<file path="config.mk">
export PLATFORM = sky130hd
export DESIGN_NAME = can_selftest_sequencer
export DESIGN_NICKNAME = d
export VERILOG_FILES = /design/src/rtl/can_selftest_sequencer.sv
export SDC_FILE = /design/constraint.sdc
export NUM_CORES = 1
export LEC_CHECK = 0
export CORE_UTILIZATION = 55
export DETAILED_ROUTE_END_ITERATION = 6
export GPL_TIMING_DRIVEN = 1
export HOLD_SLACK_MARGIN = 0.03
export PLACE_DENSITY_LB_ADDON = 0.1
export SKIP_CTS_REPAIR_TIMING = 1
export SYNTH_ARGS = -nofsm -noshare
export SYNTH_HDL_FRONTEND = slang
export SYNTH_SLANG_ARGS = --single-unit
</file>
<file path="constraint.sdc">
create_clock -name clk -period 15.9 [get_ports clk]
set_clock_uncertainty 0.1 [all_clocks]
set_input_delay 3.18 -clock clk [delete_from_list [all_inputs] [get_ports clk]]
set_output_delay 3.18 -clock clk [all_outputs]
set_load 0.02 [all_outputs]
</file>
<file path="src/rtl/can_selftest_sequencer.sv">
// ---------------------------------------------------------------------------
// can_selftest_sequencer
//
// Round-robin self-test controller for a shared CAN bus of NODES controllers.
// Each node in turn is asked to transmit one frame; every other node must
// report reception. Each step is bounded by a bit-time-based timeout. Errors
// are summed into a saturating counter, and every implicated node is marked
// in a sticky fail mask.
//
// Ports
//   clk        : single clock
//   rst        : synchronous, active-high reset
//   start      : begins a run (sampled only in IDLE and DONE)
//   canbus_rx  : bus level, 1 = recessive
//   tx_done    : per-node one-cycle tx-complete strobe
//   rx_done    : per-node one-cycle rx-complete strobe
//   tx_req     : one-hot, one-cycle transmit request to the current sender
//   sender     : index of the current sender
//   busy       : run in progress (every state except IDLE and DONE)
//   finished   : run complete, held until the next start or reset
//   errors     : saturating error count
//   fail_mask  : sticky per-node fail flags
// ---------------------------------------------------------------------------
module can_selftest_sequencer #(
   parameter int NODES       = 5,
   parameter int ROUNDS      = 1,
   parameter int BIT_CLKS    = 20,
   parameter int SETTLE_BITS = 8,
   parameter int SOF_BITS    = 2,
   parameter int TX_BITS     = 170,
   parameter int RX_CLKS     = 100,
   parameter int GAP_CLKS    = 100,
   parameter int ERR_W       = 16,
   localparam int IDXW       = ($clog2(NODES) > 1) ? $clog2(NODES) : 1
) (
   input  logic             clk,
   input  logic             rst,
   input  logic             start,
   input  logic             canbus_rx,
   input  logic [NODES-1:0] tx_done,
   input  logic [NODES-1:0] rx_done,
   output logic [NODES-1:0] tx_req,
   output logic [IDXW-1:0]  sender,
   output logic             busy,
   output logic             finished,
   output logic [ERR_W-1:0] errors,
   output logic [NODES-1:0] fail_mask
);

   localparam int SETTLE_CLKS = SETTLE_BITS * BIT_CLKS;
   localparam int SOF_CLKS    = SOF_BITS * BIT_CLKS;
   localparam int TX_CLKS     = TX_BITS * BIT_CLKS;

   function automatic int max2(input int a, input int b);
      return (a > b) ? a : b;
   endfunction

   localparam int T_MAX = max2(max2(max2(SETTLE_CLKS, SOF_CLKS), max2(TX_CLKS, RX_CLKS)), GAP_CLKS);
   localparam int TMR_W = $clog2(T_MAX + 1);
   localparam int SUM_W = ERR_W + 5;
   localparam logic [SUM_W-1:0] ERR_MAX = {5'b0, {ERR_W{1'b1}}};

   typedef enum logic [3:0] {
      IDLE, SETTLE, CHKIDLE, REQ, WAIT_SOF, WAIT_TX, WAIT_RX, GAP, NEXT, DONE
   } state_t;

   state_t             state_q, state_d;
   logic [TMR_W-1:0]   timer_q, timer_d;
   logic [IDXW-1:0]    sender_q, sender_d;
   logic [7:0]         round_q, round_d;
   logic [NODES-1:0]   seen_q, seen_d;
   logic [ERR_W-1:0]   errors_q, errors_d;
   logic [NODES-1:0]   fail_q, fail_d;
   logic [NODES-1:0]   tx_req_q, tx_req_d;
   logic               busy_q, finished_q;

   logic [NODES-1:0]   sender_oh;
   logic [NODES-1:0]   stray;
   logic [NODES-1:0]   seen_now;
   logic [NODES-1:0]   missing;
   logic [NODES-1:0]   blame;
   logic [4:0]         inc;
   logic               clr_run;
   logic [ERR_W-1:0]   err_base;
   logic [SUM_W-1:0]   err_sum;

   function automatic logic [4:0] popcount(input logic [NODES-1:0] v);
      logic [4:0] cnt;
      cnt = '0;
      for (int i = 0; i < NODES; i++) cnt = cnt + 5'(v[i]);
      return cnt;
   endfunction

   assign sender_oh = {{(NODES-1){1'b0}}, 1'b1} << sender_q;
   // Strobes that must not occur before the sender has completed its frame.
   assign stray     = (tx_done & ~sender_oh) | rx_done;
   assign seen_now  = seen_q | rx_done;
   assign missing   = ~seen_now & ~sender_oh;

   // NOTE: every signal assigned in this block gets a default first, so no
   // path can leave it unassigned and infer a latch.
   always_comb begin
      state_d  = state_q;
      timer_d  = '0;
      sender_d = sender_q;
      round_d  = round_q;
      seen_d   = seen_q;
      tx_req_d = '0;
      inc      = '0;
      blame    = '0;
      clr_run  = 1'b0;

      case (state_q)
         IDLE, DONE: begin
            if (start) begin
               clr_run  = 1'b1;
               sender_d = '0;
               round_d  = '0;
               state_d  = SETTLE;
            end
         end
         SETTLE: begin
            if (timer_q == TMR_W'(SETTLE_CLKS - 1)) state_d = CHKIDLE;
            else                                    timer_d = timer_q + 1'b1;
         end
         CHKIDLE: begin
            if (!canbus_rx) begin
               inc   = 5'd1;
               blame = sender_oh;
            end
            state_d = REQ;
         end
         REQ: begin
            tx_req_d = sender_oh;
            seen_d   = '0;
            state_d  = WAIT_SOF;
         end
         WAIT_SOF, WAIT_TX: begin
            if (|stray) begin
               inc   = 5'd1;
               blame = stray;
            end
            // Timer value N is the (N+1)-th cycle in the state, so a strobe
            // in cycle LIMIT still passes and the timeout wins one cycle later.
            if (state_q == WAIT_SOF && timer_q == TMR_W'(SOF_CLKS) ||
                state_q == WAIT_TX  && timer_q == TMR_W'(TX_CLKS)) begin
               inc     = inc + 5'd1;
               blame   = blame | sender_oh;
               state_d = GAP;
            end else if (state_q == WAIT_SOF && !canbus_rx) begin
               state_d = WAIT_TX;
            end else if (state_q == WAIT_TX && |(tx_done & sender_oh)) begin
               state_d = WAIT_RX;
            end else begin
               timer_d = timer_q + 1'b1;
            end
         end
         WAIT_RX: begin
            seen_d = seen_now;
            if (timer_q == TMR_W'(RX_CLKS - 1)) begin
               inc     = popcount(missing) + 5'(|(seen_now & sender_oh));
               blame   = missing | (seen_now & sender_oh);
               state_d = GAP;
            end else begin
               timer_d = timer_q + 1'b1;
            end
         end
         GAP: begin
            if (|(tx_done | rx_done)) begin
               inc   = 5'd1;
               blame = tx_done | rx_done;
            end
            if (timer_q == TMR_W'(GAP_CLKS - 1)) state_d = NEXT;
            else                                 timer_d = timer_q + 1'b1;
         end
         NEXT: begin
            if (sender_q == IDXW'(NODES - 1)) begin
               sender_d = '0;
               round_d  = round_q + 8'd1;
               state_d  = (round_q + 8'd1 == 8'(ROUNDS)) ? DONE : CHKIDLE;
            end else begin
               sender_d = sender_q + 1'b1;
               state_d  = CHKIDLE;
            end
         end
         default: state_d = IDLE;
      endcase

      // Sum is kept wider than the counter so a multi-error cycle cannot wrap
      // before clamping; a saturated counter stays at the clamp value.
      err_base = clr_run ? '0 : errors_q;
      err_sum  = {5'b0, err_base} + {{ERR_W{1'b0}}, inc};
      errors_d = (err_sum > ERR_MAX) ? {ERR_W{1'b1}} : err_sum[ERR_W-1:0];
      fail_d   = (clr_run ? '0 : fail_q) | blame;
   end

   // NOTE: state is updated with non-blocking assignments so every register
   // samples the pre-edge values regardless of statement order.
   always_ff @(posedge clk) begin
      if (rst) begin
         state_q    <= IDLE;
         timer_q    <= '0;
         sender_q   <= '0;
         round_q    <= '0;
         seen_q     <= '0;
         errors_q   <= '0;
         fail_q     <= '0;
         tx_req_q   <= '0;
         busy_q     <= 1'b0;
         finished_q <= 1'b0;
      end else begin
         state_q    <= state_d;
         timer_q    <= timer_d;
         sender_q   <= sender_d;
         round_q    <= round_d;
         seen_q     <= seen_d;
         errors_q   <= errors_d;
         fail_q     <= fail_d;
         tx_req_q   <= tx_req_d;
         busy_q     <= (state_d != IDLE) && (state_d != DONE);
         finished_q <= (state_d == DONE);
      end
   end

   assign tx_req    = tx_req_q;
   assign sender    = sender_q;
   assign busy      = busy_q;
   assign finished  = finished_q;
   assign errors    = errors_q;
   assign fail_mask = fail_q;

endmodule

</file>
Yosys cells after proc, flatten, opt, wreduce, memory -nomap -nowiden. Cells that the tools add are included.

Flip-flop bits (word level): 60. Bits in latches: 0. Bits in writable memories: 0. Memory bits (read-only): 0. Output and inout bits: 31. Memories: 0.

$add $sub $neg: 10. Multiply operators: 0. Div/mod/pow operators: 0. $lt $le $gt $ge: 1. Equal/unequal tests: 19. Shifts and indexed selects: 1. Muxes and demuxes: 42. Bitwise gates (word level): 13. Reduce and logical (&&, ||, !) cells: 21.

Operators with widths (number): 12-bit 2-to-1 mux (5); 5-bit 2-to-1 mux (10); 5-bit one-hot mux with 4 select lines (2); 4-bit 2-to-1 mux (9); 12-bit one-hot mux with 3 select lines (1); 16-bit 2-to-1 mux (2); 4-bit one-hot mux with 8 select lines (1); 5-bit OR (6); 5-bit bitwise AND (4); 5-bit OR reduction (4); 16-bit by 5-bit adder with 17-bit output (1); 17-bit by 16-bit > comparator with 1-bit output, second input constant (1); 4-bit by 3-bit == test with 1-bit output, second input constant (4); 8-bit 2-to-1 mux (2); 8-bit one-hot mux with 2 select lines (1); 12-bit by 1-bit adder with 12-bit output, second input constant (1); 12-bit == test, second input constant (1); 12-bit by 6-bit == test with 1-bit output, second input constant (1); 12-bit by 7-bit == test with 1-bit output, second input constant (1); 12-bit by 8-bit == test with 1-bit output, second input constant (1); 4-bit == test, second input constant (3); 5-bit NOT (2); 5-bit one-hot mux with 2 select lines (1); 8-bit by 1-bit adder with 8-bit output, second input constant (1); 27 further kinds (42).

Depth between registers and ports, before layout. Gate-level depths: netlist of run 1.

Word-level depth: 13. Mapped depth: 21. Gate-level depth less buffers: 21.

Worst setup path after synthesis of run 1. OpenSTA, ideal clock, no wires.

Kind: input to register. Start point: input port rx_done[3]. End point: register errors_q[3] (netlist: errors[3]). Library setup time: 70 ps. Data arrival time: 7103 ps. Data required time: 15730 ps. Slack: 8627 ps. Cell stages on the path: 18. Path through: or2_2 > inv_1 > ha_1 > fa_1 > inv_1 > fa_1 > inv_1 > ha_1 > fa_1 > a22o_1 > inv_1 > fa_1 > nor2b_1 > o21bai_1 > nor3_1 > nand4_1 > clkbuf_1 > a21oi_1.

Word-level cells in the longest chain between the ends: 11. Elaborated cells on any way between the ends: 22. Classes of those cells: 5 x add/sub; 1 x order compare; 7 x mux; 6 x bitwise; 3 x reduce/logical.

Ends and longest elaborated chain: from (decl) (line 41) `input logic [NODES-1:0] rx_done,`; 5-bit OR (line 97) `assign seen_now = seen_q | rx_done;`; 5-bit NOT (line 98) `assign missing = ~seen_now & ~sender_oh;`; 5-bit bitwise AND (line 98); 3-bit by 1-bit adder with 4-bit output (line 90) `for (int i = 0; i < NODES; i++) cnt = cnt + 5'(v[i]);`; 4-bit by 1-bit adder with 5-bit output (line 90); 5-bit by 1-bit adder with 5-bit output (line 161) `inc = popcount(missing) + 5'(|(seen_now & sender_oh));`; 5-bit 2-to-1 mux (line 160) `if (timer_q == TMR_W'(RX_CLKS - 1)) begin`; 5-bit one-hot mux with 4 select lines * (line 113) `case (state_q)`; 16-bit by 5-bit adder with 17-bit output * (line 192) `err_sum = {5'b0, err_base} + {{ERR_W{1'b0}}, inc};`; 17-bit by 16-bit > comparator with 1-bit output (line 193) `errors_d = (err_sum > ERR_MAX) ? {ERR_W{1'b1}} : err_sum[ERR_W-1:0];`; 16-bit 2-to-1 mux * (line 193); to (signal assigned) (line 217) `errors_q <= errors_d;`; to (decl) (line 72) `logic [ERR_W-1:0] errors_q, errors_d;`.

Every way passes the cells marked *; elsewhere a longest branch is shown, timed or not. The select of a mux whose other input is x is not followed. A chain may end at the register's enable or synchronous reset.

Final worst setup path of run 1.
Start point: input port rx_done[3]. End point: register errors_q[13] (netlist: errors[13]).

Same word-level chain as after synthesis.

==> results of run 1 <==
==> final cells by class <==
cell class | count | area share
repair buffers | 46 | 0.109
well taps | 75 | 0.0225
clock inverters | 5 | 0.00719
clock buffers | 10 | 0.0306
multi-input cells | 335 | 0.517
flip-flops and latches | 60 | 0.288
inverters | 29 | 0.0261
==> sequential cells by signal, summed over array words and instances (netlist names) <==
name,count
round_q,8
tx_req,5
seen_q,5
errors,16
state_q,4
busy,1
finished,1
sender,3
fail_mask,5
timer_q,12
==> layer usage <==
metal	up-vias	GRT usage
met5	-	0
met4	0	0.104
met3	15	0.0451
met2	105	0.440
met1	1582	0.364
li1	1650	-
==> stage by stage <==
stage / hold slack, ns / std cells
after floorplan: 0.326 / 446
after global placement: 0.339 / 545
after detailed placement: 0.351 / 545
after CTS: 0.365 / 560
after global routing: 0.383 / 560
final: 0.360 / 560
==> placed cells by master, fill, tap and decap left out, drive strengths merged, types with 3 or more instances in the layout <==
master	count
dfxtp	60
nor2	53
clkdlybuf4s50	44
nand2	42
a21oi	36
inv	28
ha	24
nand3	14
xnor2	12
xor2	12
nor3	10
clkbuf	10
and3	9
a31oi	8
nand4	8
o21ai	8
nor4	7
a22oi	7
or2	6
or3	5
nor3b	5
o22ai	5
a221oi	5
or4	5
and2	4
nand2b	4
nor2b	4
fa	4
clkinv	4
nand4b	3
nor4b	3
and4	3
a21o	3
a311oi	3
o2111ai	3
nand3b	3
==> path summary, 6_finish.rpt <==
path,slack [ns],to,startpoint,depth (start not counted)
min,0.36,timer_q[0],timer_q[0],1
max reg2reg,10.05,errors[13],sender[0],20
min reg2reg,0.36,timer_q[0],timer_q[0],1
max,7.66,errors[13],rx_done[3],19
==> power groups by stage <==
stage	Combinational, W	Sequential [W]	Clock (W)
finish	0.0000214	0.000152	0.000115
global route	0.0000238	0.000152	0.000123
CTS	0.0000212	0.000152	0.000117
detailed placement	0.0000209	0.000156	0
global placement	0.0000207	0.000156	0
floorplan	0.0000128	0.000155	0
==> worst register-to-register path: stages, from the launching register on <==
cell and delay, ns:
dfxtp_1 0.36, inv_1 0.11, ha_1 0.22, nor2b_1 0.35
inv_1 0.14, ha_1 0.25, fa_1 0.48, inv_1 0.05
fa_1 0.54, inv_1 0.05, ha_1 0.18, fa_1 0.50
a22o_1 0.17, inv_1 0.07, fa_1 0.46, nor2b_1 0.15
o21bai_1 0.15, nor3_1 0.40, nand4_1 0.63, nand4_1 0.29
and3b_1 0.17
==> cell families after synthesis <==
logic type               after synthesis  share of synthesized area
flip-flops                            60                      0.338
AND/OR/NAND/NOR                      190                      0.273
adder cells (fa/ha/maj)               28                      0.107
XOR/XNOR                              24                     0.0592
AO/OA/AOI/OAI                         93                      0.169
buffers and inverters                 51                     0.0546
==> results_dict.tcl, run 1 <==
set metrics [dict create \
    power_density_nw_per_um2 69.1 \
    final_layout_size_suffix_gt1_frac 0.0495 \
    synth_async_sr_flop_share 0 \
    crit_required_ns 16.08 \
    dp_hpwl_mm 5.92 \
    path_buf_inv 5 \
    grt_usage 0.273 \
    placed_area_sq_um 4020 \
    crit_arrival_ns 8.43 \
    drv_slew 0 \
    synthTopCellsByArea "dfxtp_1 34%, ha_1 8.5%, nor2_1 5.6%, a21oi_1 5.1%, nand2_1 4.4%" \
    syn_to_final_growth_pct 17.5 \
    fillers 527 \
    setup_ws_ns 7.66 \
    start_util 0.586 \
    yosys-top-cells-count "60 x dfxtp_1, 53 x nor2_1, 42 x nand2_1, 36 x a21oi_1, 28 x inv_1" \
    ios 45 \
    cap_viol_max_count 0 \
    drc_errors 0 \
    synth_nets 488 \
    grt_pass1_vias 3062 \
    fin_setup_tns_ns 0 \
    ctsHtreeMaxLevel 3 \
    layout_min_cycle_time_ns 8.24 \
    ys_seq_area_frac 0.338 \
    synth_top_area_frac 0.338 \
    viasPerCell 5.99 \
    grt_start_max_net_pins 49 \
    max_freq_mhz 121 \
    crit_path_max_fanout 15 \
    slowest_delay_ns 0.63 \
    synth-main-ff-cell "dfxtp_1" \
    rsz0062_at_grt "no" \
    port_buffers 44 \
    worstHoldPathType "flop to flop" \
    vias 3352 \
    cts_buffers 9 \
    p_int_w 0.000215 \
    drt-met1-wl_mm 3.91 \
    outcome "complete, no violations" \
    cts_tree "done" \
    path_cells "clkdlybuf4s50_1 -> or2_2 -> inv_1 -> ha_1 -> fa_1 -> inv_1 -> fa_1 -> inv_1 -> ha_1 -> fa_1 -> a22o_1 -> inv_1 -> fa_1 -> nor2b_1 -> o21bai_1 -> nor3_1 -> nand4_1 -> nand4_1 -> and3b_1" \
    combPwrFrac 0.074 \
    top_layer_used "met4" \
    cp_slowest_cell "nand4_1" \
    synth-seq-cells 60 \
    synthDistinctLibCells 53 \
    die_y_um 82.4 \
    final_core_util 0.689 \
    clk_pin_slew_ns 0.07 \
    max-vdd-ir-drop_v 0.0000515 \
    met2_length_mm 3.94 \
    preCtsSetupSlack_ns 7.34 \
    core_area_sq_um 6060 \
    route.met3.wl_um 402 \
    swShare 0.256 \
    critical_path.top_delay_family "adder cells" \
    yosysTopAreaCell "dfxtp_1" \
    row_count 28 \
    seq_area_sq_um 1200 \
    ant_nets 0 \
    p_total_w 0.000288 \
    maxSlewHeadroom 0.257 \
    pwr-share-seq 0.528 \
    worstSkewPairLatency_ns 0.34 \
    multiInputGateArea_sq_um 2160 \
    diodes 0 \
    yosys_warnings 0 \
    dieWidth_um 82.4 \
    antenna_found_initial 0 \
    finalSetupViolations 0 \
    gp_congestion 0.972 \
    syn_avg_cell_area_sq_um 7.97 \
    root_buffer "clkbuf_8" \
    synth_edf_count 0 \
    grt_pass1_wl_mm 14.3 \
    endpoint_kind "flop" \
    die_area_sq_um 6790 \
    critical_path_class "primary input to flop" \
    period_share 0.519 \
    fin_area_sq_um 4180 \
    clockPowerShare 0.398 \
    worst_pin_slew_ns 1.09 \
    power_switching_w 0.0000739 \
    first_pass_iters 5 \
    start_kind "primary input" \
    drt_iter0_markers 235 \
    cts.sinks 60 \
    leakagePower_nw 1.61 \
    overflow 0 \
    drt-wirelength-per-cell_um 15.0 \
    hold_viol 0 \
    wirelength_mm 8.39 \
    fin_nets 523 \
    max-clock-path-buffers 2 \
    syn_inst 446 \
    synth.most_common_cell "dfxtp_1" \
    syn_area_sq_um 3550 \
]
No activity file was read; power rests on OpenSTA's default activity.
==> run 2: changes to the inputs <==
- clock period: 15.9 -> 8.4 ns (I/O delays scaled with it)
==> results_dict.tcl, run 2 (synthesized netlist as in run 1, its figures left out) <==
set metrics [dict create \
    combPwrFrac 0.073 \
    leakagePower_nw 1.61 \
    layout_common_cells "60 x dfxtp_1, 53 x nor2_1, 44 x clkdlybuf4s50_1" \
    timing.rr.start "sender[0]" \
    start_kind "primary input" \
    overflow 0 \
    crit_arrival_ns 6.94 \
    root_buffer "clkbuf_8" \
    max-clock-path-buffers 2 \
    placed_area_sq_um 4020 \
    cts.sinks 60 \
    final_common_cell "dfxtp_1" \
    maxSlewHeadroom 0.368 \
    cap_viol_max_count 0 \
    diodes 0 \
    drt-wirelength-per-cell_um 14.9 \
    critical_path_class "primary input to flop" \
    crit_path_max_fanout 15 \
    crit_required_ns 8.59 \
    port_buffers 44 \
    wirelength_mm 8.35 \
    dieWidth_um 82.4 \
    drc_errors 0 \
    drv_slew 0 \
    outcome "complete, no violations" \
    grt_pass1_vias 3075 \
    power_switching_w 0.000142 \
    finalSetupViolations 0 \
    syn_to_final_growth_pct 17.9 \
    drt_iter0_markers 240 \
    largest_register_ffs 16 \
    layout_min_cycle_time_ns 6.74 \
    max-vdd-ir-drop_v 0.0000854 \
    dp_hpwl_mm 5.95 \
    swShare 0.254 \
    worstSkewPairLatency_ns 0.35 \
    p_total_w 0.000559 \
    pwr-share-seq 0.516 \
    rsz0062_at_grt "no" \
    grt_start_max_net_pins 49 \
    viasPerCell 5.96 \
    power_density_nw_per_um2 133 \
    cts_buffers 9 \
    vias 3345 \
    final_layout_size_suffix_gt1_frac 0.0494 \
    grt_usage 0.274 \
    ios 45 \
    p_int_w 0.000417 \
    gp_congestion 0.972 \
    hp-start "timer_q[0]" \
    start_util 0.586 \
    post-place-cells 545 \
    die_area_sq_um 6790 \
    fin_area_sq_um 4190 \
    worst_pin_slew_ns 0.923 \
    core_area_sq_um 6060 \
    ant_nets 0 \
    row_count 28 \
    fillers 513 \
    max_freq_mhz 148 \
    die_y_um 82.4 \
    clk_pin_slew_ns 0.07 \
    instances_no_fill 561 \
    hold_viol 0 \
    final_core_util 0.691 \
    ctsHtreeMaxLevel 3 \
    cts_tree "done" \
    antenna_found_initial 0 \
    fin_setup_tns_ns 0 \
    worstHoldPathType "flop to flop" \
    grt_pass1_wl_mm 14.3 \
    crit_start "rx_done[3]" \
    clockPowerShare 0.411 \
    fin_nets 523 \
    period_share 0.803 \
    endpoint_kind "flop" \
    first_pass_iters 5 \
]
## run 2: area by class of cell
class,instances,area [sq um],area share
Multi-Input combinational cell,335,2160,0.515
Clock inverter,4,25.0,0.00598
Inverter,29,109,0.0260
Clock buffer,12,145,0.0347
Sequential cell,60,1200,0.287
Tap cell,75,93.8,0.0224
Timing Repair Buffer,46,455,0.109
## run 2: per-stage QoR
| stage | setup WS, ns | hold slack [ns] |
|---|---|---|
| after floorplan | 2.63 | 0.326 |
| after detailed placement | 1.35 | 0.351 |
| after global placement | 1.47 | 0.339 |
| after CTS | 1.67 | 0.365 |
| after global routing | 1.32 | 0.383 |
| final | 1.66 | 0.362 |
## run 2: path summary, 6_finish.rpt
kind,to,slack (ns),depth (start not counted)
max,errors[13],1.66,19
min,timer_q[0],0.36,1
max reg2reg,errors[13],2.54,20
min reg2reg,timer_q[0],0.36,1
## run 2: layer usage
| metal | vias up | GRT usage | wire length [um] |
|---|---|---|---|
| met2 | 128 | 0.429 | 3850 |
| li1 | 1651 | - | - |
| met4 | 0 | 0.100 | 145 |
| met1 | 1552 | 0.368 | 3860 |
| met5 | - | 0 | 0 |
| met3 | 14 | 0.0615 | 492 |
## run 2: power groups by stage
| stage | Clock, W | Combinational (W) | Sequential (W) |
|---|---|---|---|
| 6_report | 0.000230 | 0.0000406 | 0.000288 |
| 5_1_grt | 0.000247 | 0.0000451 | 0.000288 |
| 4_1_cts | 0.000232 | 0.0000401 | 0.000288 |
| 3_5_place_dp | 0 | 0.0000395 | 0.000295 |
| 3_3_place_gp | 0 | 0.0000392 | 0.000294 |
| 2_1_floorplan | 0 | 0.0000242 | 0.000293 |
## run 2: critical path, stage by stage
cell	delay, ns
clkdlybuf4s50_1	0.54
or2_2	0.15
inv_1	0.04
ha_1	0.19
fa_1	0.53
inv_1	0.05
fa_1	0.54
inv_1	0.04
ha_1	0.18
fa_1	0.50
a22o_1	0.17
inv_1	0.07
fa_1	0.46
nor2b_1	0.15
o21bai_1	0.15
nor3_1	0.40
nand4_1	0.63
nand4_1	0.29
and3b_1	0.17
==> run 3: changes to the inputs <==
- CORE_UTILIZATION: 55 -> 50
- clock period: 8.4 -> 5.9 ns (I/O delays scaled with it)
==> results_dict.tcl, run 3 (synthesized netlist as in run 1, its figures left out) <==
set metrics [dict create \
    met1_usage 0.321 \
    worst_pin_slew_ns 1.16 \
    start_kind "primary input" \
    post-place-cells 573 \
    antenna_found_initial 0 \
    die_y_um 86.3 \
    largest_register_ffs 16 \
    cts_tree "done" \
    path_cells "clkdlybuf4s50_1 -> or2_2 -> inv_1 -> ha_1 -> fa_1 -> inv_1 -> fa_1 -> inv_1 -> ha_1 -> fa_1 -> a22o_1 -> inv_1 -> fa_1 -> nor2b_1 -> o21bai_1 -> nor3_1 -> buf_4 -> nand3_1 -> nor3b_1 -> nor4_1" \
    vias 3305 \
    rsz0062_at_grt "no" \
    critical_path.top_delay_family "adder cells" \
    ios 45 \
    hp-start "timer_q[0]" \
    use_met3 0.0514 \
    viasPerCell 5.63 \
    worstSkewPairLatency_ns 0.33 \
    layout_min_cycle_time_ns 5.43 \
    cp_slowest_cell "fa_1" \
    power_density_nw_per_um2 195 \
    overflow 0 \
    timing.rr.start "sender[0]" \
    grt_usage 0.241 \
    root_buffer "clkbuf_8" \
    ant_nets 0 \
    first_pass_iters 4 \
    wirelength_mm 8.41 \
    hold_viol 0 \
    core_area_sq_um 6830 \
    max-vdd-ir-drop_v 0.000141 \
    max-clock-path-buffers 2 \
    crit_start "rx_done[1]" \
    die_area_sq_um 7450 \
    cts_buffers 9 \
    max_freq_mhz 184 \
    drt-wirelength-per-cell_um 14.3 \
    drt_iter0_markers 158 \
    ctsHtreeMaxLevel 3 \
    r2r_slack_ns 0.84 \
    cts.sinks 60 \
    syn_to_final_growth_pct 20.6 \
    drc_errors 0 \
    crit_path_max_fanout 4 \
    outcome "complete, no violations" \
    met2_usage 0.394 \
    grt_start_max_net_pins 49 \
    leakagePower_nw 1.66 \
    fin_setup_tns_ns 0 \
    preCtsSetupSlack_ns 0.137 \
    endpoint_kind "flop" \
    crit_arrival_ns 5.53 \
    gp_congestion 0.902 \
    dieWidth_um 86.3 \
    slowest_delay_ns 0.53 \
    row_count 30 \
    grt_pass1_wl_mm 14.3 \
    setup_ws_ns 0.468 \
    instances_no_fill 587 \
    diodes 0 \
    grt_pass1_vias 3059 \
    critical_path_class "primary input to flop" \
    crit_required_ns 6.00 \
    fillers 654 \
    layout_common_cells "60 x dfxtp_1, 53 x nor2_1, 44 x clkdlybuf4s50_1" \
    clk_pin_slew_ns 0.06 \
    dp_hpwl_mm 6.00 \
    finalSetupViolations 0 \
    path_buf_inv 6 \
    worstHoldPathType "flop to flop" \
    cap_viol_max_count 0 \
    drv_slew 0 \
    top_usage_layer "met2" \
    maxSlewHeadroom 0.219 \
    final_common_cell "dfxtp_1" \
    period_share 0.921 \
    start_util 0.520 \
    fin_nets 530 \
    final_layout_size_suffix_gt1_frac 0.0611 \
    port_buffers 44 \
]
-- run 3: cell count changes in the layout (fill, tap and decap cells not counted) --
cell        change
clkbuf_8        +1
clkbuf_1        -1
buf_4           +7
clkinv_2        -1
bufinv_16       +1
clkinvlp_4      -2
-- run 3: report_power, final --
group,internal [W],switching [W],leakage [nW],total [W]
Sequential,0.000407,0.00000367,0.484,0.000410
Combinational,0.0000245,0.0000326,1.08,0.0000571
Clock,0.000213,0.000155,0.0983,0.000368
-- run 3: layout make-up --
cell class,count,area (sq um),share of cell area
flip-flops and latches,60,1200,0.280
well taps,96,120,0.0280
clock buffers,12,155,0.0362
multi-input cells,335,2160,0.504
inverters,29,109,0.0254
clock inverters,2,35.0,0.00817
repair buffers,53,508,0.119
-- run 3: final timing paths --
check / endpoint / depth (start not counted)
setup reg to reg: errors[14] / 21
setup / recovery: errors[14] / 20
hold / removal: timer_q[0] / 1
hold reg to reg: timer_q[0] / 1
-- run 3: routing by layer --
metal	up-vias	wire, um	part of all wire
li1	1667	-	-
met1	1548	3980	0.47
met2	77	3950	0.47
met3	13	358	0.043
met4	0	121	0.014
met5	-	0	0
-- run 3: through the flow --
stage	utilization	hold WS (ns)	cell area [sq um]	total power, W
2_1_floorplan	-	0.326	3550	0.000452
3_3_place_gp	0.600	0.341	4100	0.000476
3_5_place_dp	0.600	0.353	4100	0.000475
4_1_cts	0.627	0.362	4290	0.000844
5_1_grt	0.627	0.372	4290	0.000867
6_report	0.627	0.360	4290	0.000835
